$ cat config.mk
export PLATFORM = sky130hd
export DESIGN_NAME = md5_update
export DESIGN_NICKNAME = d
export VERILOG_FILES = /design/src/rtl/md5_pkg.sv /design/src/rtl/md5_round.sv /design/src/rtl/md5_update.sv
export SDC_FILE = /design/constraint.sdc
export NUM_CORES = 2
export LEC_CHECK = 0
export CAP_MARGIN = 20
export CORE_AREA = 2 2 302 304
export CTS_CLUSTER_SIZE = 25
export DETAILED_ROUTE_END_ITERATION = 10
export DIE_AREA = 0 0 304 306
export PLACE_DENSITY_LB_ADDON = 0.25
export SETUP_SLACK_MARGIN = 0.15
export SYNTH_ARGS = -nofsm -noshare
export SYNTH_HDL_FRONTEND = slang
export SYNTH_SLANG_ARGS = --single-unit
export TNS_END_PERCENT = 50
$ cat constraint.sdc
create_clock -name clk -period 27.8 [get_ports clk]
set_clock_uncertainty 0.15 [all_clocks]
set_input_delay 4.17 -clock clk [delete_from_list [all_inputs] [get_ports clk]]
set_output_delay 4.17 -clock clk [all_outputs]
set_load 0.01 [all_outputs]
$ cat src/rtl/md5_pkg.sv
`default_nettype none
//============================================================================
// Module   : md5_pkg
// Desc     : Shared definitions for the MD5 compression core: controller
//            state encoding, MD5 initial chaining values, and the per-round
//            additive constant K[i] and rotate amount S[i] lookups.
// Revision : 1.0 - initial release
//============================================================================
package md5_pkg;

    // Controller state encoding
    typedef logic [1:0] state_t;
    localparam state_t c_IDLE = 2'd0;
    localparam state_t c_RUN  = 2'd1;
    localparam state_t c_DONE = 2'd2;

    // MD5 initial chaining values
    localparam logic [31:0] c_INIT_A = 32'h67452301;
    localparam logic [31:0] c_INIT_B = 32'hefcdab89;
    localparam logic [31:0] c_INIT_C = 32'h98badcfe;
    localparam logic [31:0] c_INIT_D = 32'h10325476;

    // K[i] = floor(abs(sin(i+1)) * 2^32)
    function automatic logic [31:0] md5_k(input logic [5:0] i);
        logic [31:0] k;
        case (i)
            6'd0:  k = 32'hd76aa478;  6'd1:  k = 32'he8c7b756;
            6'd2:  k = 32'h242070db;  6'd3:  k = 32'hc1bdceee;
            6'd4:  k = 32'hf57c0faf;  6'd5:  k = 32'h4787c62a;
            6'd6:  k = 32'ha8304613;  6'd7:  k = 32'hfd469501;
            6'd8:  k = 32'h698098d8;  6'd9:  k = 32'h8b44f7af;
            6'd10: k = 32'hffff5bb1;  6'd11: k = 32'h895cd7be;
            6'd12: k = 32'h6b901122;  6'd13: k = 32'hfd987193;
            6'd14: k = 32'ha679438e;  6'd15: k = 32'h49b40821;
            6'd16: k = 32'hf61e2562;  6'd17: k = 32'hc040b340;
            6'd18: k = 32'h265e5a51;  6'd19: k = 32'he9b6c7aa;
            6'd20: k = 32'hd62f105d;  6'd21: k = 32'h02441453;
            6'd22: k = 32'hd8a1e681;  6'd23: k = 32'he7d3fbc8;
            6'd24: k = 32'h21e1cde6;  6'd25: k = 32'hc33707d6;
            6'd26: k = 32'hf4d50d87;  6'd27: k = 32'h455a14ed;
            6'd28: k = 32'ha9e3e905;  6'd29: k = 32'hfcefa3f8;
            6'd30: k = 32'h676f02d9;  6'd31: k = 32'h8d2a4c8a;
            6'd32: k = 32'hfffa3942;  6'd33: k = 32'h8771f681;
            6'd34: k = 32'h6d9d6122;  6'd35: k = 32'hfde5380c;
            6'd36: k = 32'ha4beea44;  6'd37: k = 32'h4bdecfa9;
            6'd38: k = 32'hf6bb4b60;  6'd39: k = 32'hbebfbc70;
            6'd40: k = 32'h289b7ec6;  6'd41: k = 32'heaa127fa;
            6'd42: k = 32'hd4ef3085;  6'd43: k = 32'h04881d05;
            6'd44: k = 32'hd9d4d039;  6'd45: k = 32'he6db99e5;
            6'd46: k = 32'h1fa27cf8;  6'd47: k = 32'hc4ac5665;
            6'd48: k = 32'hf4292244;  6'd49: k = 32'h432aff97;
            6'd50: k = 32'hab9423a7;  6'd51: k = 32'hfc93a039;
            6'd52: k = 32'h655b59c3;  6'd53: k = 32'h8f0ccc92;
            6'd54: k = 32'hffeff47d;  6'd55: k = 32'h85845dd1;
            6'd56: k = 32'h6fa87e4f;  6'd57: k = 32'hfe2ce6e0;
            6'd58: k = 32'ha3014314;  6'd59: k = 32'h4e0811a1;
            6'd60: k = 32'hf7537e82;  6'd61: k = 32'hbd3af235;
            6'd62: k = 32'h2ad7d2bb;
            default: k = 32'heb86d391;
        endcase
        return k;
    endfunction

    // S[i]: the shift pattern repeats every four rounds within each
    // 16-round group, so only the group and the position modulo 4 matter.
    function automatic logic [4:0] md5_s(input logic [5:0] i);
        logic [4:0] s;
        case ({i[5:4], i[1:0]})
            4'b00_00: s = 5'd7;   4'b00_01: s = 5'd12;
            4'b00_10: s = 5'd17;  4'b00_11: s = 5'd22;
            4'b01_00: s = 5'd5;   4'b01_01: s = 5'd9;
            4'b01_10: s = 5'd14;  4'b01_11: s = 5'd20;
            4'b10_00: s = 5'd4;   4'b10_01: s = 5'd11;
            4'b10_10: s = 5'd16;  4'b10_11: s = 5'd23;
            4'b11_00: s = 5'd6;   4'b11_01: s = 5'd10;
            4'b11_10: s = 5'd15;
            default:  s = 5'd21;
        endcase
        return s;
    endfunction

endpackage
`default_nettype wire

$ cat src/rtl/md5_round.sv
`default_nettype none
//============================================================================
// Module   : md5_round
// Desc     : Combinational single MD5 step. Given the round index, the four
//            working values and the 16-word message block, produces the
//            working values after that round.
// Ports    : i_idx        round index 0..63
//            i_a..i_d     working values entering the round
//            i_m          message block, word j = i_m[32j+31:32j]
//            o_a..o_d     working values leaving the round
// Revision : 1.0 - initial release
//============================================================================
module md5_round
    import md5_pkg::*;
(
    input  logic [5:0]   i_idx,
    input  logic [31:0]  i_a,
    input  logic [31:0]  i_b,
    input  logic [31:0]  i_c,
    input  logic [31:0]  i_d,
    input  logic [511:0] i_m,
    output logic [31:0]  o_a,
    output logic [31:0]  o_b,
    output logic [31:0]  o_c,
    output logic [31:0]  o_d
);

    logic [31:0] w_f;
    logic [3:0]  w_g;
    logic [3:0]  w_i4;
    logic [31:0] w_sum;
    logic [63:0] w_dbl;
    logic [31:0] w_rot;

    assign w_i4 = i_idx[3:0];

    // Boolean function and message word index per 16-round group. The
    // index formulas only need i mod 16 because 16*n vanishes mod 16.
    always_comb begin
        w_f = 32'd0;
        w_g = 4'd0;
        case (i_idx[5:4])
            2'd0: begin
                w_f = (i_b & i_c) | (~i_b & i_d);
                w_g = w_i4;
            end
            2'd1: begin
                w_f = (i_d & i_b) | (~i_d & i_c);
                w_g = w_i4 * 4'd5 + 4'd1;
            end
            2'd2: begin
                w_f = i_b ^ i_c ^ i_d;
                w_g = w_i4 * 4'd3 + 4'd5;
            end
            default: begin
                w_f = i_c ^ (i_b | ~i_d);
                w_g = w_i4 * 4'd7;
            end
        endcase
    end

    assign w_sum = i_a + w_f + md5_k(i_idx) + i_m[32*w_g +: 32];

    // Rotate-left via a doubled word: the upper half of {x,x}<<s is rotl(x,s)
    assign w_dbl = {w_sum, w_sum} << md5_s(i_idx);
    assign w_rot = w_dbl[63:32];

    assign o_a = i_d;
    assign o_b = i_b + w_rot;
    assign o_c = i_b;
    assign o_d = i_c;

endmodule
`default_nettype wire

$ cat src/rtl/md5_update.sv
`default_nettype none
//============================================================================
// Module   : md5_update
// Desc     : Multi-cycle MD5 compression of one 512-bit block. Latches the
//            block and chaining values on a start request, runs 64 rounds,
//            then publishes the final working values a..d (no feed-forward;
//            the caller adds them to A..D) and toggles 'complete'.
// Ports    : clk        system clock
//            reset      synchronous active-high reset
//            str        message block (the natural name 'string' is a
//                       SystemVerilog keyword); word j = str[32j+31:32j]
//            en         level start request; needs a low cycle between blocks
//            input_len  block byte count, reserved and not used for hashing
//            A..D       chaining values, sampled at start only
//            complete   toggles once per finished block
//            a..d       final working values, held until the next block ends
// Config   : MD5_UNROLL2_EN - two chained rounds per clock (32-cycle RUN)
// Revision : 1.0 - initial release
//============================================================================
module md5_update
    import md5_pkg::*;
(
    input  logic         clk,
    input  logic         reset,
    input  logic [511:0] str,
    input  logic         en,
    input  logic [8:0]   input_len,
    input  logic [31:0]  A,
    input  logic [31:0]  B,
    input  logic [31:0]  C,
    input  logic [31:0]  D,
    output logic         complete,
    output logic [31:0]  a,
    output logic [31:0]  b,
    output logic [31:0]  c,
    output logic [31:0]  d
);

`ifdef MD5_UNROLL2_EN
    localparam logic [5:0] c_STEP       = 6'd2;
    localparam logic [5:0] c_LAST_ROUND = 6'd62;
`else
    localparam logic [5:0] c_STEP       = 6'd1;
    localparam logic [5:0] c_LAST_ROUND = 6'd63;
`endif

    state_t         r_state;
    state_t         w_state_next;
    logic           w_start;
    logic           r_armed;
    logic [5:0]     r_round;
    logic [31:0]    r_wa, r_wb, r_wc, r_wd;
    logic [511:0]   r_m;
    logic [31:0]    w_nxt_a, w_nxt_b, w_nxt_c, w_nxt_d;
    logic           w_unused_len;

    assign w_unused_len = ^input_len;

    //------------------------------------------------------------------
    // Round datapath
    //------------------------------------------------------------------
    logic [31:0] w_r0_a, w_r0_b, w_r0_c, w_r0_d;

    md5_round u_round0 (
        .i_idx (r_round),
        .i_a   (r_wa),
        .i_b   (r_wb),
        .i_c   (r_wc),
        .i_d   (r_wd),
        .i_m   (r_m),
        .o_a   (w_r0_a),
        .o_b   (w_r0_b),
        .o_c   (w_r0_c),
        .o_d   (w_r0_d)
    );

`ifdef MD5_UNROLL2_EN
    // The counter only holds even indices here; the second stage runs
    // the odd round that immediately follows.
    logic [31:0] w_r1_a, w_r1_b, w_r1_c, w_r1_d;

    md5_round u_round1 (
        .i_idx ({r_round[5:1], 1'b1}),
        .i_a   (w_r0_a),
        .i_b   (w_r0_b),
        .i_c   (w_r0_c),
        .i_d   (w_r0_d),
        .i_m   (r_m),
        .o_a   (w_r1_a),
        .o_b   (w_r1_b),
        .o_c   (w_r1_c),
        .o_d   (w_r1_d)
    );

    assign w_nxt_a = w_r1_a;
    assign w_nxt_b = w_r1_b;
    assign w_nxt_c = w_r1_c;
    assign w_nxt_d = w_r1_d;
`else
    assign w_nxt_a = w_r0_a;
    assign w_nxt_b = w_r0_b;
    assign w_nxt_c = w_r0_c;
    assign w_nxt_d = w_r0_d;
`endif

    //------------------------------------------------------------------
    // Controller
    //------------------------------------------------------------------
    always_ff @(posedge clk) begin
        if (reset) begin
            r_state <= c_IDLE;
        end else begin
            r_state <= w_state_next;
        end
    end

    always_comb begin
        w_state_next = r_state;
        w_start      = 1'b0;
        case (r_state)
            c_IDLE: begin
                if (en && r_armed) begin
                    w_start      = 1'b1;
                    w_state_next = c_RUN;
                end
            end
            c_RUN: begin
                if (r_round == c_LAST_ROUND) begin
                    w_state_next = c_DONE;
                end
            end
            c_DONE: begin
                w_state_next = c_IDLE;
            end
            default: begin
                w_state_next = c_IDLE;
            end
        endcase
    end

    //------------------------------------------------------------------
    // Working registers, arming and outputs
    //------------------------------------------------------------------
    always_ff @(posedge clk) begin
        if (reset) begin
            r_armed  <= 1'b1;
            r_round  <= 6'd0;
            r_wa     <= 32'd0;
            r_wb     <= 32'd0;
            r_wc     <= 32'd0;
            r_wd     <= 32'd0;
            r_m      <= 512'd0;
            complete <= 1'b0;
            a        <= 32'd0;
            b        <= 32'd0;
            c        <= 32'd0;
            d        <= 32'd0;
        end else begin
            // Any low cycle re-arms; a start consumes the arm so a held
            // en cannot launch a second block.
            if (!en) begin
                r_armed <= 1'b1;
            end

            if (w_start) begin
                r_armed <= 1'b0;
                r_round <= 6'd0;
                r_m     <= str;
                r_wa    <= A;
                r_wb    <= B;
                r_wc    <= C;
                r_wd    <= D;
            end

            if (r_state == c_RUN) begin
                r_wa    <= w_nxt_a;
                r_wb    <= w_nxt_b;
                r_wc    <= w_nxt_c;
                r_wd    <= w_nxt_d;
                r_round <= r_round + c_STEP;
            end

            if (r_state == c_DONE) begin
                a        <= r_wa;
                b        <= r_wb;
                c        <= r_wc;
                d        <= r_wd;
                complete <= ~complete;
            end
        end
    end

endmodule
`default_nettype wire

==> reports/qor.txt <==
Syn Inst Count = 6253
vias in the first global route = 43300
critical path required time = 28.24 ns
Setup TNS = 0 ns
Post-CTS Hold Buffers = 0
Post-synth top cells = 1677 x nand2_1, 1106 x a21oi_1, 815 x dfxtp_1, 475 x clkbuf_1, 247 x a211oi_1
Post-CTS Setup Bufs = 0
nets@finish = 7408
placed cell area = 0.0537 mm^2
final worst path period share = 47.5%
leakage power = 0.0215 uW
Post-DRT Antenna Nets = 0
Yosys reg bits = 815
area delta synth->final = 23.5%
first-pass GRT wire length = 270000 um
hold endpoint = r_m[293]
synth top area cells = dfxtp_1 35%, nand2_1 14%, a21oi_1 12%, a211oi_1 4.0%, clkbuf_1 3.9%
WL/cell = 23.5 um
Die X = 304 um
Synthesized Nets = 7056
WL final = 186000 um
final global-route overflow total = 0
Die Footprint = 0.0930 mm^2
Finished Cell Area = 0.0569 mm^2
area leader, netlist = dfxtp_1
clock sink count = 815
CORE AREA = 0.0896 mm^2
Top FF cell, synth = dfxtp_1
Core Rows = 110
final routed DRC violation total = 0
TritonRoute pass-1 iters = 6
CP Capture Type = flip-flop
Power Density = 70.9 mW/mm^2
final setup vio count = 0
CP startpoint = r_round[4]
total number of vias = 47500
WP data arrival = 13.65 ns
# port buffers = 771
slew margin rel. = 14.6%
R2R depth = 37
crit path max fanout = 156
1st-iter DRT viols = 5417
final core utilization = 63.5%
Final HPWL DP = 135000 um
Hold Slack = 0.298 ns
initial antenna violation count = 56
CTS Root Cell = clkbuf_16
critical path's largest stage delay = 0.86 ns
Worst-Skew Late Latency = 0.69 ns
clk slew on worst S/H paths = 0.06 ns
Tot GR Track Use = 37.9%
CTS tree = built
fraction of layout instances using a drive strength above 1 = 4.51%
syn avg cell area = 7.36 um^2
Worst Setup Start Kind = flip-flop
library cells used by synthesis = 85
Max-cap violations = 0
I/O pin cnt = 781
post-DR vias/cell = 6.02
pin count of the biggest net entering global routing = 223
hold path depth = 2
Worst Hold Launch = r_m[293]
CTS H-tree depth = 3
fin crit period = 13.21 ns
Placer Congestion = 1.02
Slowest cell on crit path = a211oi_1
sequential share of the synthesized area = 35.4%
worst-margin pin slew = 1.28 ns
Max Fclk = 75.7 MHz
YS warnings = 0
ys async rst share = 0%
Placed Cells = 7691
Reg-to-Reg Start = r_round[4]
status = completed
final hold violations = 0
critical path class = flip-flop to flip-flop
r2r setup slk = 14.59 ns
unrepaired setup endpoints after global routing = false
Post-Layout Cell Count = 7899
VDD IR max = 0.0523 mV
EDFF count, synth = 0
RR Endpoint = r_wb[28]
worst hold path class = flip-flop to flip-flop
Post-Syn Area = 0.0460 mm^2
count leader, synth = nand2_1
Initial Util = 51.4%
height of the die = 306 um
total CTS buffers = 87
Slew Limit Fails = 0
post_cts resized = 0
Synth top area share = 35.4%
maximum buffer depth of the clock tree = 3
==> worst max-delay path by stage <==
stage                          end  slack (ns)
final                     r_wb[28]       14.59
after global routing      r_wb[28]       13.94
after CTS                 r_wb[28]       14.79
after detailed placement  r_wb[28]       14.84
after global placement    r_wb[28]       14.92
after floorplan           r_wb[28]       17.59
==> worst max-delay path, delay by kind of cell, from the launching register on <==
family          cells  cell delay (ns)
compound gates     18             5.64
buf+inv             5             2.19
fa+ha+maj           5             1.85
mux                 4             1.18
simple gates        3             0.78
flops               1             0.74
xor+xnor            2             0.43
==> cells by family (layout without fill, tap and decap cells) <==
| kind of cell | after synthesis | count (layout) | synth area share, % |
|---|---|---|---|
| adders and majority gates | 151 | 151 | 5.16 |
| buffers and inverters | 777 | 1200 | 6.61 |
| and+or+nand+nor | 2191 | 2191 | 19.3 |
| DFF | 815 | 815 | 35.4 |
| other | 0 | 47 | 0 |
| xor gates and xnor gates | 105 | 105 | 2.05 |
| muxes | 219 | 219 | 5.47 |
| AOI/OAI and AO/OA | 1995 | 1995 | 25.9 |
==> layout by cell type (no fill, tap or decap), drive strengths merged, types with 14 or more instances in the layout <==
cell type	count
nand2	1677
a22oi	106
nor3	45
clkbuf	129
clkdlybuf4s50	770
xor2	19
dfxtp	815
a32oi	32
mux2	20
a21oi	1108
a21o	30
diode	47
nand3	26
inv	198
nor2	218
a211oi	247
o221ai	14
o21a	17
xnor2	85
mux4	23
a31oi	37
o211ai	25
buf	72
o22ai	55
ha	86
fa	65
nand2b	15
clkinv	19
o31ai	20
mux2i	176
o21ai	167
a221oi	17
nor2b	135
a311oi	22
==> per-stage QoR <==
stage,setup slack (ns),power (uW)
3_5_place_dp,14.84,2780
6_report,14.59,4030
4_1_cts,14.79,4010
2_1_floorplan,17.59,2320
5_1_grt,13.94,4210
3_3_place_gp,14.92,2760
==> metal layers <==
metal | vias up | GRT usage (%) | wire (um)
li1 | 22300 | - | -
met1 | 22600 | 47.7 | 72300
met2 | 2244 | 59.8 | 83800
met3 | 406 | 7.47 | 17300
met4 | 18 | 23.6 | 12100
met5 | - | 0 | 108
==> report_power, final <==
| group | total, uW | switching [uW] | internal [uW] |
|---|---|---|---|
| logic | 1450 | 858 | 597 |
| registers | 1340 | 98.1 | 1240 |
| clock network | 1240 | 516 | 721 |
==> final cells by class <==
class,count,area (um^2)
Fill cell,8069,32700
Multi-Input combinational cell,4661,26800
Sequential cell,815,16300
Timing Repair Buffer,842,8380
Clock buffer,129,2610
Tap cell,1176,1470
Inverter,198,743
Clock inverter,31,452
Antenna cell,47,118
==> sequential cells by signal, summed over array words and instances, names as in the netlist, 32 cells and up, named ones only <==
register	count
r_m	512
a	32
b	32
c	32
d	32
r_wa	32
r_wb	32
r_wc	32
r_wd	32
Power figures use the tool's default switching activity.
